[config.mk]
export PLATFORM = sky130hd
export DESIGN_NAME = alu_seq
export DESIGN_NICKNAME = d
export VERILOG_FILES = /design/src/rtl/alu_seq_pkg.sv /design/src/rtl/alu_seq_iter.sv /design/src/rtl/alu_seq.sv
export SDC_FILE = /design/constraint.sdc
export NUM_CORES = 1
export LEC_CHECK = 0
export ABC_AREA = 1
export CAP_MARGIN = 30
export CORE_ASPECT_RATIO = 1.4
export CORE_MARGIN = 4
export CORE_UTILIZATION = 40
export CTS_BUF_LIST = sky130_fd_sc_hd__clkbuf_2 sky130_fd_sc_hd__clkbuf_4 sky130_fd_sc_hd__clkbuf_8
export DETAILED_ROUTE_END_ITERATION = 10
export DONT_BUFFER_PORTS = 1
export SLEW_MARGIN = 10
export SYNTH_ARGS = -nofsm -noshare
export SYNTH_HDL_FRONTEND = slang
export SYNTH_SLANG_ARGS = --single-unit
[constraint.sdc]
create_clock -name clk -period 4.8 [get_ports clk]
set_clock_uncertainty 0.05 [all_clocks]
set_input_delay 0.48 -clock clk [delete_from_list [all_inputs] [get_ports clk]]
set_output_delay 0.48 -clock clk [all_outputs]
set_load 0.02 [all_outputs]
[src/rtl/alu_seq_pkg.sv]
// ---------------------------------------------------------------------------
// alu_seq_pkg
// Purpose : shared definitions for the sequential EX-stage ALU (alu_seq) and
//           its iterative multiply/divide engine (alu_seq_iter).
// Contents: op_e      - 4-bit operation codes
//           state_e   - control FSM states
//           ITER_MODE_* - engine mode selectors
//           is_multicycle() - which ops are handed to the iterative engine
// Build   : macro ALU_SEQ_DIV_EN enables the divider; when it is undefined
//           DIV is not treated as a multi-cycle op.
// ---------------------------------------------------------------------------
package alu_seq_pkg;

    typedef enum logic [3:0] {
        OP_ADD  = 4'd0,
        OP_SUB  = 4'd1,
        OP_AND  = 4'd2,
        OP_OR   = 4'd3,
        OP_XOR  = 4'd4,
        OP_ANDN = 4'd5,
        OP_ROL  = 4'd6,
        OP_SLL  = 4'd7,
        OP_ROR  = 4'd8,
        OP_SRL  = 4'd9,
        OP_SRA  = 4'd10,
        OP_SEQ  = 4'd11,
        OP_SLT  = 4'd12,
        OP_SLE  = 4'd13,
        OP_MUL  = 4'd14,
        OP_DIV  = 4'd15
    } op_e;

    typedef enum logic [1:0] {
        ST_IDLE = 2'd0,
        ST_MUL  = 2'd1,
        ST_DIV  = 2'd2,
        ST_DONE = 2'd3
    } state_e;

    localparam logic ITER_MODE_MUL = 1'b0;
    localparam logic ITER_MODE_DIV = 1'b1;

    // Ops that occupy the iterative engine. Divide-by-zero is still a DIV
    // here; the top short-circuits it separately.
    function automatic logic is_multicycle(input op_e op);
`ifdef ALU_SEQ_DIV_EN
        return (op == OP_MUL) || (op == OP_DIV);
`else
        return (op == OP_MUL);
`endif
    endfunction

endpackage

[src/rtl/alu_seq_iter.sv]
// ---------------------------------------------------------------------------
// alu_seq_iter
// Purpose : iterative engine shared by MUL (shift-add) and DIV (restoring).
//           Works on unsigned magnitudes; sign handling lives in alu_seq.
//           Takes exactly WIDTH steps after i_start.
// Ports   : i_clk, i_rst  - clock, synchronous active-high reset
//           i_start       - load operands and begin (one-cycle pulse)
//           i_mode        - ITER_MODE_MUL / ITER_MODE_DIV (only with
//                           ALU_SEQ_DIV_EN defined)
//           i_magA/i_magB - magnitudes: multiplicand/multiplier or
//                           dividend/divisor
//           o_done        - high during the final step
//           o_hi/o_lo     - value produced by the current step; on o_done
//                           this is {product} or {remainder, quotient}
// Build   : macro ALU_SEQ_DIV_EN adds the restoring-divide datapath.
// ---------------------------------------------------------------------------
module alu_seq_iter
    import alu_seq_pkg::*;
#(
    parameter int WIDTH = 16
)
(
    input  logic             i_clk,
    input  logic             i_rst,
    input  logic             i_start,
`ifdef ALU_SEQ_DIV_EN
    input  logic             i_mode,
`endif
    input  logic [WIDTH-1:0] i_magA,
    input  logic [WIDTH-1:0] i_magB,
    output logic             o_done,
    output logic [WIDTH-1:0] o_hi,
    output logic [WIDTH-1:0] o_lo
);

    localparam int CNT_W = $clog2(WIDTH);

    logic             r_busy;
    logic [CNT_W-1:0] r_count;
    logic [WIDTH-1:0] r_hi;
    logic [WIDTH-1:0] r_lo;
    logic [WIDTH-1:0] r_operand;
    logic [WIDTH:0]   w_mulSum;
    logic [WIDTH-1:0] w_nextHi;
    logic [WIDTH-1:0] w_nextLo;
`ifdef ALU_SEQ_DIV_EN
    logic             r_mode;
    logic [WIDTH:0]   w_rem;
    logic [WIDTH:0]   w_diff;
`endif

    // One step of the algorithm. For MUL the multiplier sits in r_lo and is
    // consumed LSB first while partial sums shift into r_hi. For DIV the
    // dividend shifts out of r_lo into the partial remainder in r_hi, and
    // quotient bits shift into r_lo from the right. The remainder always
    // stays below the divisor, so the (WIDTH+1)-bit difference's MSB is a
    // clean borrow flag.
    always_comb begin
        w_mulSum = {1'b0, r_hi} + (r_lo[0] ? {1'b0, r_operand} : {(WIDTH+1){1'b0}});
        w_nextHi = w_mulSum[WIDTH:1];
        w_nextLo = {w_mulSum[0], r_lo[WIDTH-1:1]};
`ifdef ALU_SEQ_DIV_EN
        w_rem  = {r_hi, r_lo[WIDTH-1]};
        w_diff = w_rem - {1'b0, r_operand};
        if (r_mode == ITER_MODE_DIV) begin
            if (!w_diff[WIDTH]) begin
                w_nextHi = w_diff[WIDTH-1:0];
                w_nextLo = {r_lo[WIDTH-2:0], 1'b1};
            end else begin
                w_nextHi = w_rem[WIDTH-1:0];
                w_nextLo = {r_lo[WIDTH-2:0], 1'b0};
            end
        end
`endif
    end

    assign o_done = r_busy && (r_count == CNT_W'(WIDTH-1));
    assign o_hi   = w_nextHi;
    assign o_lo   = w_nextLo;

    // Operand load on start, then one step per clock until the last one.
    // The caller samples o_hi/o_lo during the final step, so the registers
    // themselves never need to hold the finished answer.
    always_ff @(posedge i_clk) begin
        if (i_rst) begin
            r_busy    <= 1'b0;
            r_count   <= '0;
            r_hi      <= '0;
            r_lo      <= '0;
            r_operand <= '0;
`ifdef ALU_SEQ_DIV_EN
            r_mode    <= ITER_MODE_MUL;
`endif
        end else if (i_start) begin
            r_busy    <= 1'b1;
            r_count   <= '0;
            r_hi      <= '0;
`ifdef ALU_SEQ_DIV_EN
            r_mode    <= i_mode;
            r_lo      <= (i_mode == ITER_MODE_DIV) ? i_magA : i_magB;
            r_operand <= (i_mode == ITER_MODE_DIV) ? i_magB : i_magA;
`else
            r_lo      <= i_magB;
            r_operand <= i_magA;
`endif
        end else if (r_busy) begin
            r_hi    <= w_nextHi;
            r_lo    <= w_nextLo;
            r_count <= r_count + 1'b1;
            if (o_done) begin
                r_busy <= 1'b0;
            end
        end
    end

endmodule

[src/rtl/alu_seq.sv]
// ---------------------------------------------------------------------------
// alu_seq
// Purpose : registered, width-generic EX-stage ALU with valid/ready on both
//           sides. Single-cycle ops finish one cycle after accept; MUL and
//           DIV run WIDTH cycles in alu_seq_iter and finish WIDTH+1 cycles
//           after accept.
// Ports   : clk, rst            - clock, synchronous active-high reset
//           in_valid/in_ready   - operand handshake (ready only in IDLE)
//           A, B, Op, sign      - operands, op code, signed interpretation
//           out_valid/out_ready - result handshake (held until taken)
//           ALU_out             - result
//           Ofl, Dz, Ill        - overflow, divide-by-zero, illegal op
// Build   : macro ALU_SEQ_DIV_EN builds the divider. Without it Op 15
//           completes in one cycle with Ill=1 and ALU_out=0.
// ---------------------------------------------------------------------------
module alu_seq
    import alu_seq_pkg::*;
#(
    parameter int WIDTH   = 16,
    parameter int SHAMT_W = $clog2(WIDTH)
)
(
    input  logic             clk,
    input  logic             rst,
    input  logic             in_valid,
    output logic             in_ready,
    input  logic [WIDTH-1:0] A,
    input  logic [WIDTH-1:0] B,
    input  logic [3:0]       Op,
    input  logic             sign,
    output logic             out_valid,
    input  logic             out_ready,
    output logic [WIDTH-1:0] ALU_out,
    output logic             Ofl,
    output logic             Dz,
    output logic             Ill
);

    state_e             r_state;
    state_e             w_nextState;
    logic [WIDTH-1:0]   r_aluOut;
    logic               r_ofl;
    logic               r_dz;
    logic               r_ill;
    logic               r_sign;
    logic               r_neg;

    op_e                w_op;
    logic               w_accept;
    logic               w_divByZero;
    logic               w_iterOp;
    logic               w_startIter;
    logic [SHAMT_W-1:0] w_shamt;
    logic [WIDTH-1:0]   w_magA;
    logic [WIDTH-1:0]   w_magB;

    logic [WIDTH:0]     w_addSum;
    logic [WIDTH:0]     w_subDiff;
    logic [2*WIDTH-1:0] w_rotL;
    logic [2*WIDTH-1:0] w_rotR;
    logic               w_lt;
    logic               w_le;
    logic [WIDTH-1:0]   w_scResult;
    logic               w_scOfl;
    logic               w_scDz;
    logic               w_scIll;

    logic               w_iterDone;
    logic [WIDTH-1:0]   w_iterHi;
    logic [WIDTH-1:0]   w_iterLo;
    logic [2*WIDTH-1:0] w_product;
    logic [2*WIDTH-1:0] w_prodSigned;
    logic [WIDTH:0]     w_prodTop;
    logic               w_mulOfl;
`ifdef ALU_SEQ_DIV_EN
    logic [WIDTH-1:0]   w_quot;
    logic               w_divOfl;
`endif

    assign w_op        = op_e'(Op);
    assign in_ready    = (r_state == ST_IDLE);
    assign out_valid   = (r_state == ST_DONE);
    assign w_accept    = in_valid && in_ready;
    assign w_divByZero = (B == '0);
    assign w_iterOp    = is_multicycle(w_op) && !((w_op == OP_DIV) && w_divByZero);
    assign w_startIter = w_accept && w_iterOp;
    assign w_shamt     = B[SHAMT_W-1:0];

    // Negating the most negative value gives back the same bit pattern,
    // which read unsigned is exactly its magnitude, so no special case.
    assign w_magA = (sign && A[WIDTH-1]) ? -A : A;
    assign w_magB = (sign && B[WIDTH-1]) ? -B : B;

    assign w_addSum  = {1'b0, A} + {1'b0, B};
    assign w_subDiff = {1'b0, B} - {1'b0, A};
    assign w_rotL    = {A, A} << w_shamt;
    assign w_rotR    = {A, A} >> w_shamt;
    assign w_lt      = sign ? ($signed(A) <  $signed(B)) : (A <  B);
    assign w_le      = sign ? ($signed(A) <= $signed(B)) : (A <= B);

    // Everything that finishes in one cycle. Rotates come from shifting a
    // doubled copy of A so a zero shift needs no special case. Divide by
    // zero lands here too because it never enters the engine.
    always_comb begin
        w_scResult = '0;
        w_scOfl    = 1'b0;
        w_scDz     = 1'b0;
        w_scIll    = 1'b0;
        case (w_op)
            OP_ADD: begin
                w_scResult = w_addSum[WIDTH-1:0];
                w_scOfl    = sign ? ((A[WIDTH-1] == B[WIDTH-1]) && (w_addSum[WIDTH-1] != A[WIDTH-1]))
                                  : w_addSum[WIDTH];
            end
            OP_SUB: begin
                w_scResult = w_subDiff[WIDTH-1:0];
                w_scOfl    = sign ? ((B[WIDTH-1] != A[WIDTH-1]) && (w_subDiff[WIDTH-1] != B[WIDTH-1]))
                                  : w_subDiff[WIDTH];
            end
            OP_AND:  w_scResult = A & B;
            OP_OR:   w_scResult = A | B;
            OP_XOR:  w_scResult = A ^ B;
            OP_ANDN: w_scResult = A & ~B;
            OP_ROL:  w_scResult = w_rotL[2*WIDTH-1:WIDTH];
            OP_SLL:  w_scResult = A << w_shamt;
            OP_ROR:  w_scResult = w_rotR[WIDTH-1:0];
            OP_SRL:  w_scResult = A >> w_shamt;
            OP_SRA:  w_scResult = $signed(A) >>> w_shamt;
            OP_SEQ:  w_scResult = WIDTH'(A == B);
            OP_SLT:  w_scResult = WIDTH'(w_lt);
            OP_SLE:  w_scResult = WIDTH'(w_le);
            OP_DIV: begin
`ifdef ALU_SEQ_DIV_EN
                w_scResult = '1;
                w_scDz     = 1'b1;
`else
                w_scIll    = 1'b1;
`endif
            end
            default: w_scResult = '0;
        endcase
    end

    alu_seq_iter #(
        .WIDTH   (WIDTH)
    ) u_iter (
        .i_clk   (clk),
        .i_rst   (rst),
        .i_start (w_startIter),
`ifdef ALU_SEQ_DIV_EN
        .i_mode  ((w_op == OP_DIV) ? ITER_MODE_DIV : ITER_MODE_MUL),
`endif
        .i_magA  (w_magA),
        .i_magB  (w_magB),
        .o_done  (w_iterDone),
        .o_hi    (w_iterHi),
        .o_lo    (w_iterLo)
    );

    // Sign fix-up applied during the engine's final step. A signed product
    // fits when its top WIDTH+1 bits are all equal; an unsigned one fits
    // when the high half is zero.
    assign w_product    = {w_iterHi, w_iterLo};
    assign w_prodSigned = r_neg ? -w_product : w_product;
    assign w_prodTop    = w_prodSigned[2*WIDTH-1:WIDTH-1];
    assign w_mulOfl     = r_sign ? !((w_prodTop == '0) || (&w_prodTop)) : (|w_iterHi);

`ifdef ALU_SEQ_DIV_EN
    // A positive signed quotient with its MSB set can only be MIN / -1;
    // leaving it un-negated yields MIN, which is the wanted wrapped result.
    assign w_quot   = r_neg ? -w_iterLo : w_iterLo;
    assign w_divOfl = r_sign && !r_neg && w_iterLo[WIDTH-1];
`endif

    // Control FSM state register.
    always_ff @(posedge clk) begin
        if (rst) begin
            r_state <= ST_IDLE;
        end else begin
            r_state <= w_nextState;
        end
    end

    // Next-state logic. IDLE is the only state that accepts, so the DONE
    // cycle always separates two transactions.
    always_comb begin
        w_nextState = r_state;
        case (r_state)
            ST_IDLE: begin
                if (in_valid) begin
                    if (w_iterOp) begin
                        w_nextState = (w_op == OP_MUL) ? ST_MUL : ST_DIV;
                    end else begin
                        w_nextState = ST_DONE;
                    end
                end
            end
            ST_MUL,
            ST_DIV: begin
                if (w_iterDone) begin
                    w_nextState = ST_DONE;
                end
            end
            ST_DONE: begin
                if (out_ready) begin
                    w_nextState = ST_IDLE;
                end
            end
            default: w_nextState = ST_IDLE;
        endcase
    end

    // Result registers. Single-cycle results are captured on accept;
    // engine results on its last step. Nothing else writes them, so they
    // stay stable for as long as DONE is held.
    always_ff @(posedge clk) begin
        if (rst) begin
            r_aluOut <= '0;
            r_ofl    <= 1'b0;
            r_dz     <= 1'b0;
            r_ill    <= 1'b0;
            r_sign   <= 1'b0;
            r_neg    <= 1'b0;
        end else if (w_accept) begin
            r_sign <= sign;
            r_neg  <= sign && (A[WIDTH-1] ^ B[WIDTH-1]);
            if (!w_iterOp) begin
                r_aluOut <= w_scResult;
                r_ofl    <= w_scOfl;
                r_dz     <= w_scDz;
                r_ill    <= w_scIll;
            end
        end else if ((r_state == ST_MUL) && w_iterDone) begin
            r_aluOut <= w_prodSigned[WIDTH-1:0];
            r_ofl    <= w_mulOfl;
            r_dz     <= 1'b0;
            r_ill    <= 1'b0;
`ifdef ALU_SEQ_DIV_EN
        end else if ((r_state == ST_DIV) && w_iterDone) begin
            r_aluOut <= w_quot;
            r_ofl    <= w_divOfl;
            r_dz     <= 1'b0;
            r_ill    <= 1'b0;
`endif
        end
    end

    assign ALU_out = r_aluOut;
    assign Ofl     = r_ofl;
    assign Dz      = r_dz;
    assign Ill     = r_ill;

endmodule

==> out/results.md <==
• u_iter.r_lo[0] — start point of the critical path
• 2,933 — count of fill cells added during filler insertion
• 11,000 um^2 — fin area
• 7 — First-pass DRT Iterations
• 36.4% — post-synthesis share of cell area spent on and, or, nand and nor gates
• flip-flop — crit start category
• completed — run status
• 3.46% — synthesis-to-layout area growth
• 0 — DRC
• Ofl — crit path to
• 1500 um^2 — sequential cell area
• 3 — depth of the CTS H-tree
• 1400 ps — slack of the worst reg-to-reg path
• 26,200 um^2 — Core ar.
• 70 — row cnt
• clkbuf_8 — root buf cell
• dfxtp_1 — Primary FF master, synth
• 0 — diode count
• 17 — maximum fanout count along the critical path
• 75 — number of register bits inferred by synthesis
• 0.671% — share of cell area taken by muxes after synthesis
• 0 — yosys synthesis warning count
• 0.00534 uW — static leakage
• 0 — overflow left after global routing
• 43 — largest net degree at the start of global routing
• 0 — CTS hold repair buffers
• 0% — ys async rst share
• 46,100 um — DRT Wirelength
• 1 — depth of the worst hold-timing path
• 5.77 um^2 — syn avg cell area
• 1,933 — count of nets after finishing
• 201 um — height of the die
• 30.5% — GRT Total Usage
• Ofl — Worst R2R End
• nand2_1 — cell taking the most area after synthesis
• 0 — number of nets with antenna violations after detailed routing
• 21.7 um — DR WL/cell
• 22 — depth of the most critical reg-to-reg path
• 70.8% — final worst path period share
• 0 — post-cts gate resize count
• 37,000 um — estimated wirelength of the detail-placed design
• done — clock tree from TritonCTS
• 2 — maximum root-to-sink buffer count
• 1 — antenna violations before repair
• 61 — post-synthesis cell type count
• 0 — Final setup violation count
• 1,842 — Post-Syn Instances
• flip-flop — Critical Path End Type
• 1,032 — Starting DRT DRC Count
• simple AND/OR/NAND/NOR gates — main combinational cell family by area after synthesis
• flip-flop to flip-flop — start-to-end type of the worst setup path
• 3400 ps — Period minus WS final
• 23.4% — fraction of the mapped netlist area in compound gates
• 0.0000979 V — IR drop worst, VDD
• 0 — Max-Cap Viols
• rst — min-delay src
• 390 ps — clock insertion delay at the later pin of the skew report
• 3620 ps — Worst Path Arrival
• 0.294 GHz — maximum operating frequency
• 220 nW/um^2 — power density over cell area
• 7910 um^2 — area of the multi-input gates
• 10,600 um^2 — Syn Std Cell Area
• 11.9k — number of global-route vias before repair
• 6.49% — ratio of cells with drive above 1 in the final layout
• 0 — Pins Over Slew Limit
• 80 ps — clock-pin transition on the worst setup and hold timing paths
• 75 — Sink Count
• 5.83 — via count normalized by instance count
• u_iter.r_lo[0] — Reg2Reg Launch Point
• 146 um — Die X-Extent
• 0 — I/O Buffers
• 2420 uW — total design power
• 0 — number of flops mapped to enable cells by yosys
• 2.80% — fraction of synthesized cell area in xor and xnor cells
• 5020 ps — data required time of the critical path
• 0 ps — setup TNS
• 69,500 um — first-pass GRT wire length
• 1.05 — Routability Congestion
• 0 — final hold violations
• 1400 ps — worst setup slack after layout
• 0 — post-CTS setup repair buffer count
• 40.6% — starting density of the core
• 50.3% — max-slew headroom at the worst pin
• no — unrepaired setup endpoints after global routing
• 29,300 um^2 — Die Outline Area
• 62 — total I/O pin count
• 10,800 um^2 — Post-Place Cell Area
• input pin to flip-flop — Hold Path Class
• 1450 ps — post-place setup slack
• 734 ps — Worst-Margin Slew
• 1,975 — Synthesized Nets
• 12.4k — vias
• 16.7% — area share of the leading cell type in the synthesized netlist
• 11.0% — share of synthesized cell area in full adder, half adder and majority cells
• 14.1% — sequential share of the synthesized area
• 9 — number of CTS-inserted buffers
• nand2_1, dfxtp_1, ha_1 — cell types with the largest area share after synthesis
[worst min path at each step]
stage | slack, ps | end
finish | 120 | r_sign
global route | 100 | Ofl
CTS | 90 | Ofl
detailed placement | 390 | u_iter.r_operand[15]
global placement | 390 | u_iter.r_operand[15]
floorplan | 380 | u_iter.r_operand[0]
[synthesized netlist by cell type, drive strengths merged (3+ instances only)]
master,count
buf,19
o2111ai,4
a21oi,135
a211oi,10
nand2,505
nand4,19
o21ai,184
nor4,6
o31ai,7
a31oi,17
nand3,122
mux2i,6
ha,89
fa,3
o211ai,22
nor2,206
clkbuf,53
nor3,27
dfxtp,75
nand3b,3
a221oi,5
inv,223
o221ai,12
o22ai,14
xor2,34
clkinv,5
or2,10
a22oi,4
o311ai,3
[kinds of logic after synthesis]
kind of cell	Yosys count
adder cells (fa/ha/maj)	92
flip-flops	75
buffers and inverters	300
XOR/XNOR	34
multiplexers	7
other	1
AO/OA/AOI/OAI	434
AND/OR/NAND/NOR	899
[state kept, by name (all words and copies together) (netlist names)]
| signal | cells |
|---|---|
| ALU_out | 16 |
| u_iter.r_hi | 16 |
| u_iter.r_lo | 16 |
| u_iter.r_operand | 16 |
| u_iter.r_count | 4 |
| r_state | 2 |
| Ill | 1 |
| Ofl | 1 |
| r_neg | 1 |
| r_sign | 1 |
| u_iter.r_busy | 1 |
[per-layer routing]
metal	track usage (%)	vias to the layer above	part of all wire, %
met2	53.8	566	49
met3	4.86	148	7.1
li1	-	6008	-
met4	19.6	0	7.2
met1	33.7	5672	37
met5	0	-	0
[layout by cell type, fill, tap and decap left out, types with 6 or more instances in the layout]
cell	netlist	routed
a21oi_1	132	132
buf_4	3	18
nand2_2	29	29
nor2_2	14	15
nand3_2	8	8
clkbuf_8	4	11
nor3_1	27	27
o21ai_1	10	10
nand4_1	18	18
o211ai_1	22	22
inv_1	217	217
or2_2	10	10
inv_2	6	6
nor2_1	188	187
xor2_1	34	34
nor4_1	6	6
o22ai_1	14	14
o221ai_1	12	12
mux2i_1	6	6
o21ai_0	173	173
o31ai_1	6	6
nand2_1	473	473
ha_1	89	89
nand3_1	114	114
a211oi_1	10	10
a31oi_1	17	17
dfxtp_1	75	75
[critical path, stage by stage, from the launching register on]
cell,delay [ps]
dfxtp_1,630
nand2_1,100
inv_1,70
ha_1,260
fa_1,550
nor2_2,210
nand3_1,150
nor2_1,140
nand3_1,110
nor2_2,120
nand2_2,70
nand2_2,80
nand2_1,50
nand2_1,80
nand2_1,60
inv_1,40
nand2_1,40
nor2_1,100
nand2_1,60
nand3_1,70
nand2_1,110
nand3_2,90
a21oi_2,50
[per-stage QoR]
step                cells  hold slack (ps)  util [%]
CTS                  2127             92.3      42.0
global placement     2112              390      41.3
global route         2127             95.1      42.0
detailed placement   2113              392      41.3
finish               2127              116      42.0
floorplan            1842              378         -
[report_power, final]
group	leakage [uW]	switching [uW]	total, uW	internal [uW]
clock network	0.0000877	252	467	215
logic	0.00464	815	1160	346
registers	0.000609	102	786	685
total	0.00534	1170	2420	1250
[cell type report]
class	instances	share of cell area (%)
inverter	228	7.79
timing repair buffer	19	1.33
clock buffer	12	1.45
sequential	75	13.7
tap	324	3.69
multi-input combinational	1467	72.0
clock inverter	2	0.114
Power figures use the tool's default switching activity.
